===== src/rtl/cpu_ctrl_pkg.sv =====
// rtl/cpu_ctrl_pkg.sv - states, opcodes, pc_src/ALU encodings and decode helpers for the control unit
package cpu_ctrl_pkg;

  typedef enum logic [2:0] {S_FETCH, S_DECODE, S_EXEC, S_MEM, S_WB} state_t;

  localparam logic [3:0] OP_RTYPE = 4'b0000;
  localparam logic [3:0] OP_MOVI  = 4'b0001;
  localparam logic [3:0] OP_JUMP  = 4'b0010;
  localparam logic [3:0] OP_ADDI  = 4'b0100;
  localparam logic [3:0] OP_SUBI  = 4'b0101;
  localparam logic [3:0] OP_BEQ   = 4'b1000;
  localparam logic [3:0] OP_BNE   = 4'b1001;
  localparam logic [3:0] OP_BGT   = 4'b1010;
  localparam logic [3:0] OP_LW    = 4'b1011;
  localparam logic [3:0] OP_BLT   = 4'b1100;
  localparam logic [3:0] OP_BGE   = 4'b1101;
  localparam logic [3:0] OP_BLE   = 4'b1110;
  localparam logic [3:0] OP_SW    = 4'b1111;

  localparam logic [1:0] PC_SRC_INC    = 2'b00;
  localparam logic [1:0] PC_SRC_BRANCH = 2'b01;
  localparam logic [1:0] PC_SRC_JUMP   = 2'b10;

  localparam logic [2:0] ALU_ADD = 3'b000;
  localparam logic [2:0] ALU_SUB = 3'b001;
  localparam logic [2:0] ALU_AND = 3'b010;
  localparam logic [2:0] ALU_OR  = 3'b011;
  localparam logic [2:0] ALU_XOR = 3'b100;
  localparam logic [2:0] ALU_NOR = 3'b101;
  localparam logic [2:0] ALU_SHL = 3'b110;
  localparam logic [2:0] ALU_SHR = 3'b111;

  typedef struct packed {
    logic       alu_src;
    logic       reg_src;
    logic [2:0] alu_op;
  } exec_ctrl_t;

  function automatic logic [2:0] func_to_aluctl(input logic [2:0] f);
    logic [2:0] r;
    case (f)
      3'b000:  r = ALU_ADD;
      3'b010:  r = ALU_SUB;
      3'b100:  r = ALU_AND;
      3'b101:  r = ALU_OR;
      3'b001:  r = ALU_XOR;
      3'b011:  r = ALU_NOR;
      3'b110:  r = ALU_SHL;
      default: r = ALU_SHR;
    endcase
    return r;
  endfunction

  function automatic logic op_is_legal(input logic [3:0] op);
    return !(op == 4'b0011 || op == 4'b0110 || op == 4'b0111);
  endfunction

  function automatic logic op_is_alu(input logic [3:0] op);
    return op == OP_RTYPE || op == OP_MOVI || op == OP_ADDI || op == OP_SUBI;
  endfunction

  function automatic logic op_is_mem(input logic [3:0] op);
    return op == OP_LW || op == OP_SW;
  endfunction

  function automatic logic op_is_branch(input logic [3:0] op);
    return op[3] && !op_is_mem(op);
  endfunction

  function automatic exec_ctrl_t exec_ctrl(input logic [3:0] op, input logic [2:0] f);
    exec_ctrl_t e;
    e.alu_src = 1'b0;
    e.reg_src = 1'b0;
    e.alu_op  = ALU_ADD;
    case (op)
      OP_RTYPE:       e.alu_op = func_to_aluctl(f);
      OP_MOVI,
      OP_ADDI:        e.alu_src = 1'b1;
      OP_SUBI: begin
        e.alu_src = 1'b1;
        e.alu_op  = ALU_SUB;
      end
      OP_LW, OP_SW: begin
        e.alu_src = 1'b1;
        e.reg_src = 1'b1;
      end
      default: begin
        // branches compare rs against rd with a subtract
        if (op_is_branch(op)) begin
          e.reg_src = 1'b1;
          e.alu_op  = ALU_SUB;
        end
      end
    endcase
    return e;
  endfunction

endpackage


===== src/rtl/cu_branch_eval.sv =====
// rtl/cu_branch_eval.sv - branch condition evaluation from live ALU flags of the compare subtract
module cu_branch_eval
  import cpu_ctrl_pkg::*;
(
  input  logic [3:0] op,
  input  logic       v,
  input  logic       n,
  input  logic       z,
  output logic       taken
);

  logic lt;
  assign lt = n ^ v;

  always_comb begin
    taken = 1'b0;
    case (op)
      OP_BEQ:  taken = z;
      OP_BNE:  taken = ~z;
      OP_BGT:  taken = ~z & ~lt;
      OP_BLT:  taken = lt;
      OP_BGE:  taken = ~lt;
      OP_BLE:  taken = z | lt;
      default: taken = 1'b0;
    endcase
  end

endmodule


===== src/rtl/multicycle_control_unit.sv =====
// rtl/multicycle_control_unit.sv - FETCH/DECODE/EXEC/MEM/WB control FSM; CU_PERF_CNT_EN adds perf counters
module multicycle_control_unit
  import cpu_ctrl_pkg::*;
#(
  parameter int OPCODE_W = 4,
  parameter int FUNC_W   = 3,
  parameter int ALUCTL_W = 3,
  parameter int CNT_W    = 16
) (
  input  logic                clk,
  input  logic                rst_n,
  input  logic [OPCODE_W-1:0] op_code,
  input  logic [FUNC_W-1:0]   func,
  input  logic                v,
  input  logic                c,
  input  logic                n,
  input  logic                z,
  input  logic                mem_ack,
  output logic                mem_req,
  output logic                mem_we,
  output logic                iord,
  output logic                ir_we,
  output logic                pc_we,
  output logic [1:0]          pc_src,
  output logic                reg_write,
  output logic                mem_to_reg,
  output logic                alu_src,
  output logic                reg_src,
  output logic [ALUCTL_W-1:0] alu_control,
  output logic [3:0]          flags_q,
  output logic                illegal,
  output logic [CNT_W-1:0]    instr_retired,
  output logic [CNT_W-1:0]    stall_cycles
);

  state_t     state;
  logic [3:0] op;
  logic [2:0] fn;
  logic       taken;
  logic       fetch_ack;
  logic       to_fetch;
  exec_ctrl_t ec;

  assign op = op_code[3:0];
  assign fn = func[2:0];
  assign ec = exec_ctrl(op, fn);

  cu_branch_eval u_branch (
    .op    (op),
    .v     (v),
    .n     (n),
    .z     (z),
    .taken (taken)
  );

  // IR load and PC updates must land on the same edge as ack / live flags, so they are decoded from state
  assign fetch_ack = (state == S_FETCH) && mem_req && mem_ack;
  assign ir_we     = fetch_ack;

  always_comb begin
    pc_we  = fetch_ack;
    pc_src = PC_SRC_INC;
    if (state == S_EXEC) begin
      if (op == OP_JUMP) begin
        pc_we  = 1'b1;
        pc_src = PC_SRC_JUMP;
      end else if (op_is_branch(op) && taken) begin
        pc_we  = 1'b1;
        pc_src = PC_SRC_BRANCH;
      end
    end
  end

  assign to_fetch = (state == S_DECODE && !op_is_legal(op))
                 || (state == S_EXEC && !op_is_alu(op) && !op_is_mem(op))
                 || (state == S_MEM && mem_ack && mem_we)
                 || (state == S_WB);

  always_ff @(posedge clk) begin
    if (!rst_n) begin
      state       <= S_FETCH;
      mem_req     <= 1'b0;
      mem_we      <= 1'b0;
      iord        <= 1'b0;
      reg_write   <= 1'b0;
      mem_to_reg  <= 1'b0;
      alu_src     <= 1'b0;
      reg_src     <= 1'b0;
      alu_control <= '0;
      flags_q     <= '0;
      illegal     <= 1'b0;
    end else begin
      reg_write  <= 1'b0;
      mem_to_reg <= 1'b0;
      case (state)
        S_FETCH: begin
          if (fetch_ack) begin
            mem_req <= 1'b0;
            state   <= S_DECODE;
          end else begin
            mem_req <= 1'b1;
          end
        end
        S_DECODE: begin
          if (!op_is_legal(op)) begin
            illegal <= 1'b1;
          end else begin
            alu_src     <= ec.alu_src;
            reg_src     <= ec.reg_src;
            alu_control <= ALUCTL_W'(ec.alu_op);
            state       <= S_EXEC;
          end
        end
        S_EXEC: begin
          if (op_is_alu(op)) begin
            flags_q   <= {v, c, n, z};
            reg_write <= 1'b1;
            state     <= S_WB;
          end else if (op_is_mem(op)) begin
            mem_req <= 1'b1;
            iord    <= 1'b1;
            mem_we  <= (op == OP_SW);
            state   <= S_MEM;
          end
        end
        S_MEM: begin
          if (mem_ack && !mem_we) begin
            mem_req    <= 1'b0;
            iord       <= 1'b0;
            reg_write  <= 1'b1;
            mem_to_reg <= 1'b1;
            state      <= S_WB;
          end
        end
        default: ;
      endcase
      // every return to FETCH opens the next instruction fetch immediately
      if (to_fetch) begin
        state       <= S_FETCH;
        mem_req     <= 1'b1;
        iord        <= 1'b0;
        mem_we      <= 1'b0;
        alu_src     <= 1'b0;
        reg_src     <= 1'b0;
        alu_control <= '0;
      end
    end
  end

`ifdef CU_PERF_CNT_EN
  logic retire;
  assign retire = to_fetch && (state != S_DECODE);

  always_ff @(posedge clk) begin
    if (!rst_n) begin
      instr_retired <= '0;
      stall_cycles  <= '0;
    end else begin
      if (retire && instr_retired != '1) instr_retired <= instr_retired + CNT_W'(1);
      if (mem_req && !mem_ack && stall_cycles != '1) stall_cycles <= stall_cycles + CNT_W'(1);
    end
  end
`else
  assign instr_retired = '0;
  assign stall_cycles  = '0;
`endif

endmodule

===== config.mk =====
export PLATFORM = sky130hd
export DESIGN_NAME = multicycle_control_unit
export DESIGN_NICKNAME = d
export VERILOG_FILES = /design/src/rtl/cpu_ctrl_pkg.sv /design/src/rtl/cu_branch_eval.sv /design/src/rtl/multicycle_control_unit.sv
export SDC_FILE = /design/constraint.sdc
export NUM_CORES = 1
export LEC_CHECK = 0
export CAP_MARGIN = 25
export CORE_ASPECT_RATIO = 0.8
export CORE_MARGIN = 2
export CORE_UTILIZATION = 41
export CTS_CLUSTER_DIAMETER = 30
export DETAILED_ROUTE_END_ITERATION = 10
export GPL_ROUTABILITY_DRIVEN = 1
export GPL_TIMING_DRIVEN = 0
export MAX_ROUTING_LAYER = met4
export PLACE_DENSITY_LB_ADDON = 0.1
export SYNTH_ARGS = -nofsm -noshare
export SYNTH_HDL_FRONTEND = slang
export SYNTH_SLANG_ARGS = --single-unit

===== constraint.sdc =====
create_clock -name clk -period 1.8 [get_ports clk]
set_clock_uncertainty 0.2 [all_clocks]
set_input_delay 0.36 -clock clk [delete_from_list [all_inputs] [get_ports clk]]
set_output_delay 0.36 -clock clk [all_outputs]
set_load 0.05 [all_outputs]

== Yosys cells after proc, flatten, opt, wreduce, memory -nomap -nowiden ==
Index checks and enable logic that the tools add are counted.
W data, S select, Z words.

* Output and inout bits: 51
* Latch bits: 0
* Memories: 0
* Memory bits (writable): 0
* Memory bits (read-only): 0
* Bits in registers: 18
* Logic and storage cells: 122

* Magnitude comparators: 0
* Multiplexer cells: 28
* Multiply operators: 0
* Bitwise gates (word level): 8
* Shift-type cells: 0
* Div/mod/pow operators: 0
* Add/subtract/negate cells: 0
* Equality and inequality tests: 34
* Reduce and logical (&&, ||, !) cells: 41

{| class="wikitable"
|+ Operator list
! kind !! count
|-
| $eq A4 B4 Y1 const B || 8
|-
| $pmux W3 S7 || 1
|-
| $eq A4 B3 Y1 const B || 4
|-
| $mux W3 || 5
|-
| $eq A3 B2 Y1 const B || 4
|-
| $eq A3 B3 Y1 const B || 4
|-
| $mux W1 || 12
|-
| $pmux W3 S4 || 1
|-
| $logic_and A1 B1 Y1 || 10
|-
| $logic_or A1 B1 Y1 || 9
|-
| $pmux W3 S3 || 1
|-
| $eq A4 B2 Y1 const B || 2
|-
| $reduce_and A2 Y1 || 4
|-
| $reduce_and A4 Y1 || 2
|-
| $reduce_bool A4 Y1 || 2
|-
| $reduce_or A4 Y1 || 2
|-
| $eq A3 B1 Y1 const B || 2
|-
| $logic_not A3 Y1 || 2
|-
| $ne A2 B2 Y1 const B || 3
|-
| $ne A3 B2 Y1 const B || 2
|-
| $pmux W1 S2 || 3
|-
| $pmux W1 S6 || 1
|-
| $not A1 Y1 || 5
|-
| $reduce_and A5 Y1 || 1
|-
| 16 further kinds || 21
|}

== Logic depth before layout (Yosys ltp) ==
* Word-level depth: 12
* Depth in mapped cells: 6
* Depth with buffers taken out: 4

== Cells and area by module ==
A second synthesis with hierarchy kept.

* Cells, all modules: 165
* Area total of the unflattened synthesis: 1365.1 um2

{| class="wikitable"
|+ By module, submodules not included
! module !! area an instance (um2) !! cells each !! instances !! seq. area each (um2)
|-
| multicycle_control_unit || 1272.5 || 152 || 1 || 360.3
|-
| cu_branch_eval || 92.6 || 13 || 1 || 0.0
|}

== Least setup slack after synthesis ==
Ideal clock, no wire load.

* Kind: flip-flop to output port
* Start: register mem_req
* End: output port pc_we
* Setup slack: -1822 ps
* Cell stages (with the launch flop): 5
* Arrival: 3062 ps
* Cells stage by stage: dfxtp_1 -> nand2_1 -> nor4_1 -> a31oi_1 -> o21ai_0

* Cells in the longest elaborated chain, start to end: 5

{| class="wikitable"
|+ RTL lines
! element !! RTL line !! text
|-
| start, declared || multicycle_control_unit.sv:19 || <nowiki>output logic mem_req,</nowiki>
|-
| start signal, assigned || multicycle_control_unit.sv:82 || <nowiki>mem_req <= 1'b0;</nowiki>
|-
| start signal, assigned || multicycle_control_unit.sv:98 || <nowiki>mem_req <= 1'b0;</nowiki>
|-
| start signal, assigned || multicycle_control_unit.sv:101 || <nowiki>mem_req <= 1'b1;</nowiki>
|-
| $logic_and A1 B1 Y1 (*) (2 in series) || multicycle_control_unit.sv:57 || <nowiki>assign fetch_ack = (state == S_FETCH) && mem_req && mem_ack;</nowiki>
|-
| named net ir_we || multicycle_control_unit.sv:22 || <nowiki>output logic ir_we,</nowiki>
|-
| $mux W1 || multicycle_control_unit.sv:67 || <nowiki>end else if (op_is_branch(op) && taken) begin</nowiki>
|-
| $mux W1 || multicycle_control_unit.sv:64 || <nowiki>if (op == OP_JUMP) begin</nowiki>
|-
| $mux W1 (*) || multicycle_control_unit.sv:63 || <nowiki>if (state == S_EXEC) begin</nowiki>
|-
| end, declared || multicycle_control_unit.sv:23 || <nowiki>output logic pc_we,</nowiki>
|}

Mark *: on every way through the listed nets, which the timed path passes. The rest lies on a longest branch.

== Final worst setup path ==
* Start: input port v
* End: output port pc_we

* Cells in the longest elaborated chain, start to end: 8
* Elaborated cells on any way between the ends: 9
* Those cells by class: 4 x mux; 4 x bitwise; 1 x reduce/logical

{| class="wikitable"
|+ RTL lines
! element !! RTL line !! text
|-
| start, declared || multicycle_control_unit.sv:14 || <nowiki>input logic v,</nowiki>
|-
| $xor A1 B1 Y1 (*) || cu_branch_eval.sv:13 || <nowiki>assign lt = n ^ v;</nowiki>
|-
| $not A1 Y1 || cu_branch_eval.sv:20, cu_branch_eval.sv:22 ||
|-
| $and A1 B1 Y1 || cu_branch_eval.sv:20 || <nowiki>OP_BGT: taken = ~z & ~lt;</nowiki>
|-
| $pmux W1 S6 (*) || cu_branch_eval.sv:17 || <nowiki>case (op)</nowiki>
|-
| $logic_and A1 B1 Y1 (*) || multicycle_control_unit.sv:67 ||
|-
| $mux W1 (*) || multicycle_control_unit.sv:67 ||
|-
| $mux W1 (*) || multicycle_control_unit.sv:64 ||
|-
| $mux W1 (*) || multicycle_control_unit.sv:63 ||
|}

Mark *: on every way between the ends. The rest lies on a longest branch, timed or not.

==> results.py <==
metrics = {
    "timing": {
        "whs_ns": 0.184,
        "tns_ns": -0.679,
        "final.min_clock_period_ns": 2.04,
        "worst_slack_ns": -0.238,
        "fin_crit_sh": 1.13,
        "finalHoldViolCount": 0,
        "drv_slew": 0,
        "fmax_mhz": 491,
        "finalSetupViolations": 4,
        "grt_setup_unrepaired": "true",
    },
    "floorplanning": {
        "die_area_mm2": 0.00383,
        "start_util": 0.438,
        "core_area_mm2": 0.00313,
        "fp.dieH_um": 55.8,
        "die_x_um": 68.7,
        "ios": 65,
        "row_count": 18,
    },
    "worst_setup_path": {
        "required_ns": 1.24,
        "crit_path_end_kind": "primary output",
        "startpoint_type": "primary input",
        "cp.buffers_inverters": 2,
        "critPathMaxFanout": 2,
        "worstPathArrival_ns": 1.48,
        "crit_path_cell_trace": "buf_8 -> xor2_2 -> o21a_1 -> o32a_1 -> o21ai_4 -> buf_6",
        "slowest_delay_ns": 0.36,
        "crit_slowest_cell": "o32a_1",
        "crit_type": "primary input to primary output",
        "cp_top_family": "compound AO/OA/AOI/OAI gates",
    },
    "grt": {
        "grt_pass1_wl_mm": 5.45,
        "gr-total-overflow": 0,
        "antenna_found_initial": 0,
        "globalRouteTotalUtil": 0.189,
        "grt_pass1_vias": 1207,
        "grt_max_degree": 11,
    },
    "synthesis": {
        "synth_top_area_frac": 0.263,
        "syn_inst": 164,
        "synth_cell_type_count": 46,
        "async_flop_share": 0,
        "syn_area_mm2": 0.00137,
        "synth.yosys.seq_area_share": 0.263,
        "synth_edf_count": 0,
        "synthTopCellsByArea": "dfxtp_1 26%, buf_4 19%, nor2_1 3.0%",
        "ys.flop_type": "dfxtp_1",
        "synth_top_cell_by_area": "dfxtp_1",
        "yosys_warnings": 0,
        "synth-seq-cells": 18,
        "syn_avg_cell_area_um2": 8.37,
    },
    "place": {
        "place_area_mm2": 0.00189,
        "port_buffers": 31,
        "hpwl_mm": 2.55,
        "place_inst": 266,
        "pre_cts_slack_ns": -1.28,
        "place_congestion": 0.824,
    },
    "routing": {
        "wl_per_cell_um": 11.9,
        "initialDrtViolationCount": 48,
        "wl_mm": 3.35,
        "drtPass1Iterations": 4,
        "antenna_left": 0,
        "viasPerCell": 4.74,
        "via_count": 1332,
        "drc_errors": 0,
    },
    "clocking": {
        "cts_sinks": 18,
        "cts_buffers": 3,
        "path_clk_slew_ns": 0.06,
        "cts_tree": "yes",
        "cts_root_buf": "clkbuf_8",
        "insertion_delay_ns": 0.25,
        "clockBufferDepth": 2,
        "cts_hold_buf": 0,
        "htreeDepth": 1,
    },
    "cells_and_area": {
        "top_register": "flags_q",
        "num-nets-final": 256,
        "stdcell_area_mm2": 0.00210,
        "drive_above_1_share": 0.407,
        "seq_area_um2": 368,
        "multiInputGateArea_um2": 903,
        "utilization": 0.670,
        "areaGrowthSynthToFinish_pct": 52.9,
        "largest_reg_flops": 4,
        "fill_cells": 261,
        "final_common_cell": "buf_4",
        "diodes": 0,
        "finalNonFillerCells": 281,
        "top_regs": "flags_q x4, alu_control x3, state x3",
        "final_cell_mix": "43 x buf_4, 32 x conb_1, 15 x dlygate4sd2_1",
    },
    "run_status": {
        "run_status": "finished with violations",
        "violations": "negative setup slack",
    },
    "flow_run": {
        "max_cap_violations": 0,
    },
    "pwr": {
        "leakage_nw": 1.02,
        "vdd_drop_max_mv": 0.675,
        "finalPower_mw": 1.96,
        "powerDensity_mw_per_mm2": 933,
    },
    "worst_hold_path": {
        "hold_path_class": "primary input to register",
    },
}
==> Yosys cell counts (2+ instances only) <==
cell,n
a21boi_0,5
a21o_1,2
a21oi_1,8
a221oi_2,2
a22oi_1,4
a31oi_1,3
and2_1,2
and3_1,4
and4_1,2
buf_2,5
buf_4,34
buf_6,2
dfxtp_1,18
inv_1,5
mux2i_1,2
nand2_1,7
nand2b_1,3
nand3_1,8
nor2_1,11
nor3_1,3
o21a_1,3
o21ai_0,6
xnor2_1,2
==> power breakdown <==
group,total [mW],switching [mW],internal [mW],leakage (nW)
Combinational,1.13,0.700,0.434,0.843
Clock,0.328,0.133,0.194,0.0288
Sequential,0.497,0.0357,0.461,0.148
Total,1.96,0.869,1.09,1.02
==> area by class of cell <==
| type | instances | area share |
|---|---|---|
| plain buffers | 41 | 0.160 |
| clock buffers | 4 | 0.0262 |
| inverters | 5 | 0.00894 |
| multi-input cells | 131 | 0.431 |
| flip-flops and latches | 18 | 0.175 |
| well taps | 40 | 0.0239 |
| repair buffers | 42 | 0.175 |
==> logic make-up (layout without fill, tap and decap cells) <==
kind of cell	Yosys count	after routing	synth area share
and+or+nand+nor	51	51	0.229
xor gates and xnor gates	3	3	0.0191
buffers and inverters	46	92	0.234
other	1	32	0.00273
DFF	18	18	0.263
muxes	3	3	0.0228
AOI/OAI and AO/OA	42	42	0.230
==> tightest hold or removal path, delay by kind of cell <==
family                 cells  cell delay [ns]
AOI/OAI and AO/OA          1             0.06
and+or+nand+nor            1             0.06
buffers and inverters      1             0.11
==> repair_timing <==
action | in CTS | in global routing
endpoints found under the setup margin | 29 | 5
pin swaps | 8 | 4
buffers inserted | 11 | 0
cloned | 0 | 0
resized for setup | 93 | 8
==> layer usage <==
metal | global-route usage | wire [um]
met1 | 0.221 | 1430
met2 | 0.324 | 1670
met3 | 0.0425 | 230
met4 | 0.0420 | 21
met5 | - | 0
==> path summary, 6_finish.rpt <==
check                                        startpoint  slack (ns)                       to  cells past startpoint
worst min register to register  flags_q[1]$_SDFFE_PN0P_        0.26  flags_q[1]$_SDFFE_PN0P_                      2
worst max register to register    state[0]$_SDFFE_PP0P_        0.11    state[1]$_SDFFE_PP0P_                      6
worst min-delay path                                  n        0.18  flags_q[1]$_SDFFE_PN0P_                      3
worst max-delay path                                  v       -0.24                    pc_we                      6
Note: power is estimated with default switching activity, not from simulation.
